==> src/rtl/oven_pkg.sv <==
// Shared oven constants: 50 MHz timing values, repeat-FSM state encoding and button indices.
package oven_pkg;

  localparam int CLK_HZ        = 50_000_000;
  localparam int DEBOUNCE_20MS = 1_000_000;
  localparam int REPEAT_500MS  = 25_000_000;
  localparam int REPEAT_100MS  = 5_000_000;

  localparam int BTN_A = 0;
  localparam int BTN_B = 1;
  localparam int BTN_C = 2;
  localparam int BTN_D = 3;
  localparam int BTN_E = 4;

  typedef enum logic [1:0] {
    IDLE,
    HOLD,
    REPEAT
  } rep_state_t;

  function automatic int max_int(input int a, input int b);
    return (a > b) ? a : b;
  endfunction

endpackage

==> src/rtl/btn_channel.sv <==
// One button channel: 2-FF synchronizer, debounce, press/release pulses and optional
// auto-repeat (enabled by defining BTN_AUTOREPEAT_EN).
module btn_channel
  import oven_pkg::*;
#(
  parameter int DEBOUNCE_CYCLES = DEBOUNCE_20MS
`ifdef BTN_AUTOREPEAT_EN
  ,
  parameter int REPEAT_DELAY    = REPEAT_500MS,
  parameter int REPEAT_RATE     = REPEAT_100MS
`endif
) (
  input  logic clk,
  input  logic rst_n,
  input  logic btn_n,
  output logic level,
  output logic press,
  output logic released,
  output logic step
);

  localparam int DCNT_W = $clog2(DEBOUNCE_CYCLES + 1);
  localparam logic [DCNT_W-1:0] DCNT_LAST = DCNT_W'(DEBOUNCE_CYCLES - 1);
  localparam logic [DCNT_W-1:0] DCNT_MAX  = '1;

  logic              meta;
  logic              sync_q;
  logic              s;
  logic              stable;
  logic [DCNT_W-1:0] dcnt;
  logic              accept;

  // Synchronizer resets to the raw "released" level so no false press follows reset.
  always_ff @(posedge clk or negedge rst_n) begin
    if (!rst_n) begin
      meta   <= 1'b1;
      sync_q <= 1'b1;
    end else begin
      meta   <= btn_n;
      sync_q <= meta;
    end
  end

  assign s      = ~sync_q;
  assign accept = (s != stable) && (dcnt == DCNT_LAST);

  always_ff @(posedge clk or negedge rst_n) begin
    if (!rst_n) begin
      stable   <= 1'b0;
      dcnt     <= '0;
      press    <= 1'b0;
      released <= 1'b0;
    end else begin
      press    <= 1'b0;
      released <= 1'b0;
      if (s == stable) begin
        dcnt <= '0;
      end else if (accept) begin
        stable   <= s;
        dcnt     <= '0;
        press    <= s;
        released <= ~s;
      end else if (dcnt != DCNT_MAX) begin
        dcnt <= dcnt + DCNT_W'(1);
      end
    end
  end

  assign level = stable;

`ifdef BTN_AUTOREPEAT_EN
  localparam int RCNT_W = $clog2(max_int(REPEAT_DELAY, REPEAT_RATE) + 1);
  localparam logic [RCNT_W-1:0] DELAY_LAST = RCNT_W'(REPEAT_DELAY - 1);
  localparam logic [RCNT_W-1:0] RATE_LAST  = RCNT_W'(REPEAT_RATE - 1);
  localparam logic [RCNT_W-1:0] RCNT_MAX   = '1;

  rep_state_t        state;
  logic [RCNT_W-1:0] rcnt;
  logic              rise;
  logic              fall;

  assign rise = accept & s;
  assign fall = accept & ~s;

  // A release accepted on a due-repeat cycle takes priority, so that cycle has no step.
  always_ff @(posedge clk or negedge rst_n) begin
    if (!rst_n) begin
      state <= IDLE;
      rcnt  <= '0;
      step  <= 1'b0;
    end else begin
      step <= 1'b0;
      case (state)
        IDLE: begin
          if (rise) begin
            step  <= 1'b1;
            rcnt  <= '0;
            state <= HOLD;
          end
        end
        HOLD: begin
          if (fall) begin
            rcnt  <= '0;
            state <= IDLE;
          end else if (rcnt == DELAY_LAST) begin
            step  <= 1'b1;
            rcnt  <= '0;
            state <= REPEAT;
          end else if (rcnt != RCNT_MAX) begin
            rcnt <= rcnt + RCNT_W'(1);
          end
        end
        REPEAT: begin
          if (fall) begin
            rcnt  <= '0;
            state <= IDLE;
          end else if (rcnt == RATE_LAST) begin
            step <= 1'b1;
            rcnt <= '0;
          end else if (rcnt != RCNT_MAX) begin
            rcnt <= rcnt + RCNT_W'(1);
          end
        end
        default: begin
          rcnt  <= '0;
          state <= IDLE;
        end
      endcase
    end
  end
`else
  assign step = press;
`endif

endmodule

==> src/rtl/button_conditioner.sv <==
// Conditions N_BTN active-low pushbuttons into clean level/press/release/step signals.
// Auto-repeat stepping is built only when BTN_AUTOREPEAT_EN is defined.
module button_conditioner
  import oven_pkg::*;
#(
  parameter int N_BTN           = 5,
  parameter int DEBOUNCE_CYCLES = DEBOUNCE_20MS,
  parameter int REPEAT_DELAY    = REPEAT_500MS,
  parameter int REPEAT_RATE     = REPEAT_100MS
) (
  input  logic             clk,
  input  logic             rst_n,
  input  logic [N_BTN-1:0] btn_n,
  output logic [N_BTN-1:0] level,
  output logic [N_BTN-1:0] press,
  output logic [N_BTN-1:0] released,
  output logic [N_BTN-1:0] step
);

  // Zero-length counts are meaningless; this block only exists for such configurations.
  if (DEBOUNCE_CYCLES < 1 || REPEAT_DELAY < 1 || REPEAT_RATE < 1) begin : g_unsupported_config
  end

  for (genvar i = 0; i < N_BTN; i++) begin : g_ch
    btn_channel #(
      .DEBOUNCE_CYCLES(DEBOUNCE_CYCLES)
`ifdef BTN_AUTOREPEAT_EN
      ,
      .REPEAT_DELAY   (REPEAT_DELAY),
      .REPEAT_RATE    (REPEAT_RATE)
`endif
    ) u_ch (
      .clk     (clk),
      .rst_n   (rst_n),
      .btn_n   (btn_n[i]),
      .level   (level[i]),
      .press   (press[i]),
      .released(released[i]),
      .step    (step[i])
    );
  end

endmodule
==> config.mk <==
export PLATFORM = sky130hd
export DESIGN_NAME = button_conditioner
export DESIGN_NICKNAME = d
export VERILOG_FILES = /design/src/rtl/oven_pkg.sv /design/src/rtl/btn_channel.sv /design/src/rtl/button_conditioner.sv
export SDC_FILE = /design/constraint.sdc
export NUM_CORES = 1
export LEC_CHECK = 0
export CORE_MARGIN = 2
export CORE_UTILIZATION = 40
export DETAILED_ROUTE_END_ITERATION = 10
export PLACE_DENSITY = 0.53
export RECOVER_POWER = 50
export REMOVE_ABC_BUFFERS = 1
export SLEW_MARGIN = 10
export SYNTH_ARGS = -nofsm -noshare
export SYNTH_HDL_FRONTEND = slang
export SYNTH_SLANG_ARGS = --single-unit
==> constraint.sdc <==
create_clock -name clk -period 4.4 [get_ports clk]
set_clock_uncertainty 0.1 [all_clocks]
set_input_delay 0.66 -clock clk [delete_from_list [all_inputs] [get_ports clk]]
set_output_delay 0.66 -clock clk [all_outputs]
set_load 0.02 [all_outputs]
After elaboration in Yosys (flattened, before gate mapping)
Cells that the tools add are included.

word-level totals
  register bits = 125
  input port bits = 7
  logic and storage cells = 115

operators by class
  add/subtract/negate cells = 5
  equal/unequal tests = 20
  muxes and demuxes = 35
  bitwise logic cells = 10
  reductions and logical operators = 15

operators by type and width
  operator               number
  $mux 20                15
  $add 20x1->20 const B  5
  $eq 20x20->1 const B   5
  $ne 20x20->1 const B   5
  $mux 1                 20
  $reduce_bool 3->1      5
  $not 1->1              10
  $reduce_and 2->1       5
  $eq 1x1->1             5
  $logic_and 1x1->1      5
  $ne 1x1->1             5

Depth between registers and ports, before layout
Gate-level depths: netlist (run 1).

  word-level depth = 5
  depth in mapped cells = 7
  depth with buffers taken out = 5

Cells and area by module
From an unflattened synthesis (run 1), not the netlist that was laid out.

unflattened totals
  cells, all modules = 705
  area total of the unflattened synthesis = 6,740.2 sq um

by module, submodules not included
  module                           instances  cells each  area an instance (sq um)  sequential area each (sq um)
  btn_channel at g_ch[2].u_ch ...  3          135         1,302.5                   628.1
  btn_channel at g_ch[0].u_ch      1          153         1,443.9                   628.1
  btn_channel at g_ch[1].u_ch      1          147         1,388.8                   628.1

Worst setup path before layout (run 1)
Ideal clock, no wire load.

  path kind = register to register
  start = reg g_ch[4].u_ch.dcnt[0]
  end = reg g_ch[4].u_ch.dcnt[19]
  arrival = 1,815 ps
  required time = 4,223 ps
  path slack = 2,408 ps
  stages on the path, launching flop included = 7
  buffers on the path = 1
  period minus slack after synthesis = 1,992 ps
  path through = dfrtp_1 -> ha_1 -> and3_1 -> clkbuf_1 -> a211o_1 -> or4_1 -> a21oi_1

between the ends
  longest elaborated chain between the ends = 4
  elaborated cells between the ends (all ways) = 8

ends and longest elaborated chain
  what                                           line                                  RTL
  start: declaration                             btn_channel.sv:30                     logic [DCNT_W-1:0] dcnt;
  start signal: assignment                       btn_channel.sv:64                     dcnt <= dcnt + DCNT_W'(1);
  $add 20x1->20 or $eq 20x20->1 (tied branches)  btn_channel.sv:64, btn_channel.sv:45
  $mux 20 or $logic_and 1x1->1 (tied branches)   btn_channel.sv:63, btn_channel.sv:45
  $mux 20                                        btn_channel.sv:58                     end else if (accept) begin
  $mux 20                                        btn_channel.sv:56                     if (s == stable) begin

Several ways; a longest one is shown, not always the timed one. The select of a mux whose other input is x is not followed.
A chain may end at the register's enable or synchronous reset.

==> results of run 1 <==
-- logic make-up (layout without fill, tap and decap cells) --
group,Yosys count,in the layout,synth area share
simple gates,331,331,0.285
compound gates,194,194,0.177
flops,125,125,0.446
buf+inv,65,71,0.0499
mux,19,19,0.0270
fa+ha+maj,5,5,0.00888
xor+xnor,5,5,0.00621
-- metrics by stage --
stage               worst slack [ps]  hold slack [ps]
floorplan                       1910              245
global placement                1860              246
detailed placement              1840              249
CTS                             1800              228
global route                     854              258
finish                          1460              257
-- final cells by class --
type / instances / area [sq um] / area share
clock buffers: 23 / 488 / 0.0615
clock inverters: 9 / 158 / 0.0199
inverters: 10 / 37.5 / 0.00473
multi-input cells: 554 / 3560 / 0.449
flip-flops and latches: 125 / 3140 / 0.396
well taps: 225 / 282 / 0.0355
repair buffers: 29 / 270 / 0.0341
-- sequential cells by signal (all words and copies together), names as in the netlist --
name,count
g_ch.u_ch.dcnt,100
g_ch.u_ch.level,5
g_ch.u_ch.meta,5
g_ch.u_ch.press,5
g_ch.u_ch.released,5
g_ch.u_ch.sync_q,5
-- layout by cell type (no fill, tap or decap), types with 21 or more instances in the layout --
cell type / count
nand2_1: 41
o21ai_0: 26
and4_1: 21
nand4_1: 36
nor3_1: 43
nor2_1: 26
dfrtp_1: 115
o31ai_1: 23
nand3_1: 39
a21oi_1: 67
a211oi_1: 23
-- synth_stat cells, types with 15 or more instances --
cell type and number:
a211oi_1 23, a21oi_1 67, and3_1 18, and4_1 21, buf_2 17, buf_4 21
dfrtp_1 115, mux2i_1 19, nand2_1 41, nand3_1 39, nand4_1 36, nor2_1 26
nor3_1 43, nor4_1 15, o211ai_1 15, o21ai_0 27, o31ai_1 24, or4_1 19
-- report_power, final --
group	leakage, nW	switching [mW]	internal [mW]
clock	0.310	0.518	1.01
combinational	0.886	0.0568	0.0231
sequential	1.70	0.0179	1.17
total	2.90	0.593	2.20
-- per-layer routing --
layer  wire length [um]  vias up
li1                   -     2874
met1               7910     2891
met2               7430      129
met3                759       17
met4                180        0
met5                  0        -
-- worst paths after layout --
| check | slack (ps) | start | endpoint | depth (start not counted) |
|---|---|---|---|---|
| worst min register to register | 260 | g_ch[1].u_ch.meta$_DFF_PN1_ | g_ch[1].u_ch.sync_q$_DFF_PN1_ | 0 |
| max in group clk | 1790 | g_ch[1].u_ch.dcnt[7]$_DFFE_PN0P_ | g_ch[1].u_ch.dcnt[10]$_DFFE_PN0P_ | 4 |
| min in group asynchronous | 700 | rst_n | g_ch[4].u_ch.dcnt[12]$_DFFE_PN0P_ | 1 |
| worst max register to register | 1790 | g_ch[1].u_ch.dcnt[7]$_DFFE_PN0P_ | g_ch[1].u_ch.dcnt[10]$_DFFE_PN0P_ | 4 |
| worst min-delay path | 260 | g_ch[1].u_ch.meta$_DFF_PN1_ | g_ch[1].u_ch.sync_q$_DFF_PN1_ | 0 |
| worst max-delay path | 1460 | rst_n | g_ch[2].u_ch.dcnt[10]$_DFFE_PN0P_ | 2 |
==> results.md, run 1 <==
* Outcome: finished with violations
* Failing checks: capacitance limit, slew limit
* Tmin final at 2940 ps
* Maximum clock insertion buffer count at 2
* Critical setup path kind: input port to async pin
* Tot Pwr at 2.79 mW
* Hold Fails Final Rpt at 0
* Cell types occupying the most area after synthesis: dfrtp_1 (41%), a21oi_1 (4.8%), dfstp_2 (3.7%), nand4_1 (3.2%), nor3_1 (3.1%)
* Number of gates given a new drive strength after cts at 0
* Peak ir drop on the vdd network at 0.000284 V
* Most used flip-flop cell after synthesis: dfrtp_1
* Delay-heaviest family, CP: buffers and inverters
* Unrepaired setup endpoints after global routing: no
* NumNets Final at 749
* Required time of the worst setup path at 4620 ps
* Accumulated negative setup slack at 0 ps
* Initial core utilization at 0.409
* Global route overflow at 0
* Number of unique standard cell types used by synthesis at 60
* Hold/Removal Path Class: flop to flop
* Final standard cell utilization of the core at 0.460
* Met3 usage at 0.0511
* Max Cap Violations at 1
* Non-Filler Cell Area, Final at 0.00794 sq mm
* Input/output buffers at 26
* Mean cell area of the mapped netlist at 9.47 sq um
* Critical Path Fanout Max at 80
* Setup Buffers After CTS at 0
* Wire length per cell at 16.7 um
* Asr flop ratio synth at 1.00
* Boundary Pins at 27
* WL final at 16,300 um
* CTS tree: built
* Pin slew with the least headroom to its limit at 2010 ps
* Chip Height at 137 um
* Worst path slowest cell: clkbuf_2
* Routability-driven placement congestion ratio at 0.853
* Buffers and inverters on the worst path at 2
* Antenna diodes at 0
* Data arrival time at the worst-slack endpoint at 3160 ps
* Grt met1 use at 0.256
* Vias after detailed routing at 5,911
* Worst Setup Start Kind: input port
* Yosys top cell area share at 0.408
* First-pass GRT wire length at 28,000 um
* CTS root buf: clkbuf_16
* Relative slew slack at -0.340
* Reported leakage power at 2.90 nW
* Sequential cell area fraction in the yosys report at 0.446
* Clock insertion delay at the later pin of the skew report at 420 ps
* GR Util All Layers at 0.187
* Power density cells at 352 mW/mm^2
* Syn Inst Count at 744
* Placement-stage cell area at 0.00730 sq mm
* Number of global-route vias before repair at 5,689
* Ordered cell list for the critical path: clkbuf_2, clkbuf_1
* Total standard cell area after synthesis at 0.00705 sq mm
* Setup-violating endpoint count in the final report at 0
* Number of warnings printed during yosys synthesis at 0
* Number of cells after detailed placement at 943
* Final std cells w/o fill at 975
* Number of design-rule violations left by the first detailed-router iteration at 479
* Count of state elements after synthesis at 125
* Yosys top cell by area: dfrtp_1
* Hold_buf cts at 0
* Number of fillers in the final layout at 1,603
* Count of H-tree levels built during CTS at 4
* GRT met2 Usage at 0.289
* Stage delay of the slowest cell on the critical path at 1390 ps
* Antenna violations before repair at 0
* Number of max-slew violations in the final report at 81
* CTS sink cnt at 125
* Register clock-pin slew on the reported worst setup and hold paths at 60 ps
* Number of remaining DRC errors at 0
* X dimension of the die at 137 um
* Busiest metal layer after global routing: met2
* Post-DP HPWL at 10,900 um
* Placeable Area at 0.0172 sq mm
* CTS buffer count at 17
* Proportion of layout cells with a drive suffix above 1 at 0.0840
* Number of flops mapped to enable cells by yosys at 0
* First drt pass iteration count at 5
* Area enclosed by the die boundary at 0.0187 sq mm
* Max Clock Freq at 340 MHz
* Nature of the critical path endpoint: async pin
* Number of cell rows at 48
* Pin count of the biggest net entering global routing at 81
* Number of antenna-violating nets in the routed design at 0
* Layout-stage area growth over the synthesis result at 12.6%
* Detailed-route vias per instance at 6.06
* Final cycle utilization of the critical path at 0.668
No activity file was read; power rests on OpenSTA's default activity.
==> inputs of run 2 (changes only) <==
==> constraint.sdc (replaced) <==
create_clock -name clk -period 2.75 [get_ports clk]
set_clock_uncertainty 0.1 [all_clocks]
set_input_delay 0.4125 -clock clk [delete_from_list [all_inputs] [get_ports clk]]
set_output_delay 0.4125 -clock clk [all_outputs]
set_load 0.02 [all_outputs]
==> results.md, run 2 (same netlist as run 1, synthesis figures left out) <==
* Area enclosed by the die boundary at 0.0187 sq mm (unchanged)
* Post-DP HPWL at 11,100 um (+1.9%)
* Peak ir drop on the vdd network at 0.000385 V (+36%)
* NumNets Final at 763 (+1.9%)
* Setup-violating endpoint count in the final report at 0 (unchanged)
* Number of gates given a new drive strength after cts at 0 (unchanged)
* Data arrival time at the worst-slack endpoint at 2630 ps (-530 ps)
* Antenna violations before repair at 0 (unchanged)
* Boundary Pins at 27 (unchanged)
* Area used by multi-input combinational logic at 0.00356 sq mm (unchanged)
* Relative slew slack at -0.126 (+0.214)
* Number of max-slew violations in the final report at 62 (-23%)
* CTS buffer count at 17 (unchanged)
* Global route overflow at 0 (unchanged)
* Failing checks: capacitance limit, slew limit
* First-pass GRT wire length at 27,600 um (-1.2%)
* Max Clock Freq at 456 MHz
* Number of cells after detailed placement at 956 (+1.4%)
* Placeable Area at 0.0172 sq mm (unchanged)
* Initial core utilization at 0.409 (unchanged)
* Number of cell rows at 48 (unchanged)
* Proportion of layout cells with a drive suffix above 1 at 0.102 (+0.0181)
* Number of fillers in the final layout at 1,611 (+0.50%)
* Setup Buffers After CTS at 0 (unchanged)
* Vias after detailed routing at 6,018 (+1.8%)
* Routability-driven placement congestion ratio at 0.828 (-3.0%)
* Antenna diodes at 0 (unchanged)
* Ordered cell list for the critical path: dlygate4sd3_1, clkbuf_2, buf_4
* Count of H-tree levels built during CTS at 4 (unchanged)
* Worst Setup Start Kind: input port
* Wire length per cell at 16.4 um (-1.6%)
* Input/output buffers at 26 (unchanged)
* Most frequent cells in the layout: dfrtp_1 (115), a21oi_1 (67), nor3_1 (43), nand2_1 (41), nand3_1 (39)
* CTS tree: built
* CTS root buf: clkbuf_16
* Critical Path Fanout Max at 62 (-23%)
* Number of design-rule violations left by the first detailed-router iteration at 479 (unchanged)
* Hold Fails Final Rpt at 0 (unchanged)
* Outcome: finished with violations
* Maximum clock insertion buffer count at 2 (unchanged)
* GR Util All Layers at 0.183 (-0.00304)
* Tot Pwr at 4.40 mW (+57%)
* CTS sink cnt at 125 (unchanged)
* Register with the most flip-flops: g_ch.u_ch.dcnt
* Hold_buf cts at 1 (+1)
* Max Cap Violations at 1 (unchanged)
* First drt pass iteration count at 5 (unchanged)
* Max FFs per register at 100 (unchanged)
* X dimension of the die at 137 um (unchanged)
* Number of antenna-violating nets in the routed design at 0 (unchanged)
* Pin count of the biggest net entering global routing at 63 (-22%)
* Worst path slowest cell: clkbuf_2
* Tmin final at 2190 ps
* Power density cells at 547 mW/mm^2 (+55%)
* Critical setup path kind: input port to async pin
* Nature of the critical path endpoint: async pin
* WL final at 16,300 um (-0.15%)
* Layout-stage area growth over the synthesis result at 14.0%
* Number of global-route vias before repair at 5,686 (-0.053%)
* Reported leakage power at 2.97 nW (+2.6%)
* Register clock-pin slew on the reported worst setup and hold paths at 60 ps (about the same)
* Register cell area after layout at 0.00314 sq mm (unchanged)
* Final std cells w/o fill at 989 (+1.4%)
* Hold/Removal Path Class: flop to flop
* Accumulated negative setup slack at 0 ps (unchanged)
* Required time of the worst setup path at 3180 ps (-1440 ps)
* Unrepaired setup endpoints after global routing: no
* Final cycle utilization of the critical path at 0.797
* Number of remaining DRC errors at 0 (unchanged)
* Detailed-route vias per instance at 6.08 (+0.37%)
* Clock insertion delay at the later pin of the skew report at 420 ps (about the same)
* Chip Height at 137 um (unchanged)
* Stage delay of the slowest cell on the critical path at 1190 ps (-200 ps)
* Most common library cell in the layout ignoring fill and taps: dfrtp_1
* Pin slew with the least headroom to its limit at 1690 ps (-321 ps)
[run 2: path summary, 6_finish.rpt]
kind                            cells after the start                                 to  slack (ps)                             start
worst max-delay path                                3        g_ch[3].u_ch.meta$_DFF_PN1_         560                             rst_n
min in group asynchronous                           2  g_ch[4].u_ch.dcnt[18]$_DFFE_PN0P_         850                             rst_n
worst min-delay path                                0      g_ch[3].u_ch.sync_q$_DFF_PN1_         250       g_ch[3].u_ch.meta$_DFF_PN1_
worst max register to register                      5  g_ch[0].u_ch.dcnt[14]$_DFFE_PN0P_         600  g_ch[0].u_ch.dcnt[0]$_DFFE_PN0P_
max in group clk                                    5  g_ch[0].u_ch.dcnt[14]$_DFFE_PN0P_         600  g_ch[0].u_ch.dcnt[0]$_DFFE_PN0P_
worst min register to register                      0      g_ch[3].u_ch.sync_q$_DFF_PN1_         250       g_ch[3].u_ch.meta$_DFF_PN1_
[run 2: worst max-delay path, delay by kind of cell]
family   cells  cell delay, ps
buf+inv      3            2140
[run 2: metrics by stage]
| stage | worst slack, ps | util | area [sq um] | hold slack [ps] |
|---|---|---|---|---|
| after global routing | 261 | 0.466 | 8040 | 258 |
| after CTS | 589 | 0.467 | 8040 | 256 |
| after floorplan | 261 | - | 6730 | 16.9 |
| final | 557 | 0.466 | 8040 | 251 |
| after global placement | 646 | 0.430 | 7410 | 246 |
| after detailed placement | 612 | 0.430 | 7410 | 248 |
[run 2: cell type report]
type,count,share of cell area
clock buffers,20,0.0556
clock inverters,12,0.0212
inverters,10,0.00467
multi-input cells,554,0.443
flip-flops and latches,125,0.391
well taps,225,0.0350
repair buffers,43,0.0495
[run 2: metal layers]
| metal | GRT usage | part of all wire | vias up |
|---|---|---|---|
| met5 | 0 | 0 | - |
| met4 | 0.0527 | 0.0094 | 0 |
| met3 | 0.0504 | 0.048 | 16 |
| met2 | 0.282 | 0.46 | 152 |
| met1 | 0.253 | 0.48 | 2957 |
| li1 | - | - | 2893 |
[run 2: where the power goes]
part	switching (mW)	leakage (nW)	internal, mW
Clock	0.824	0.304	1.53
Sequential	0.0282	1.70	1.87
Combinational	0.0947	0.968	0.0465
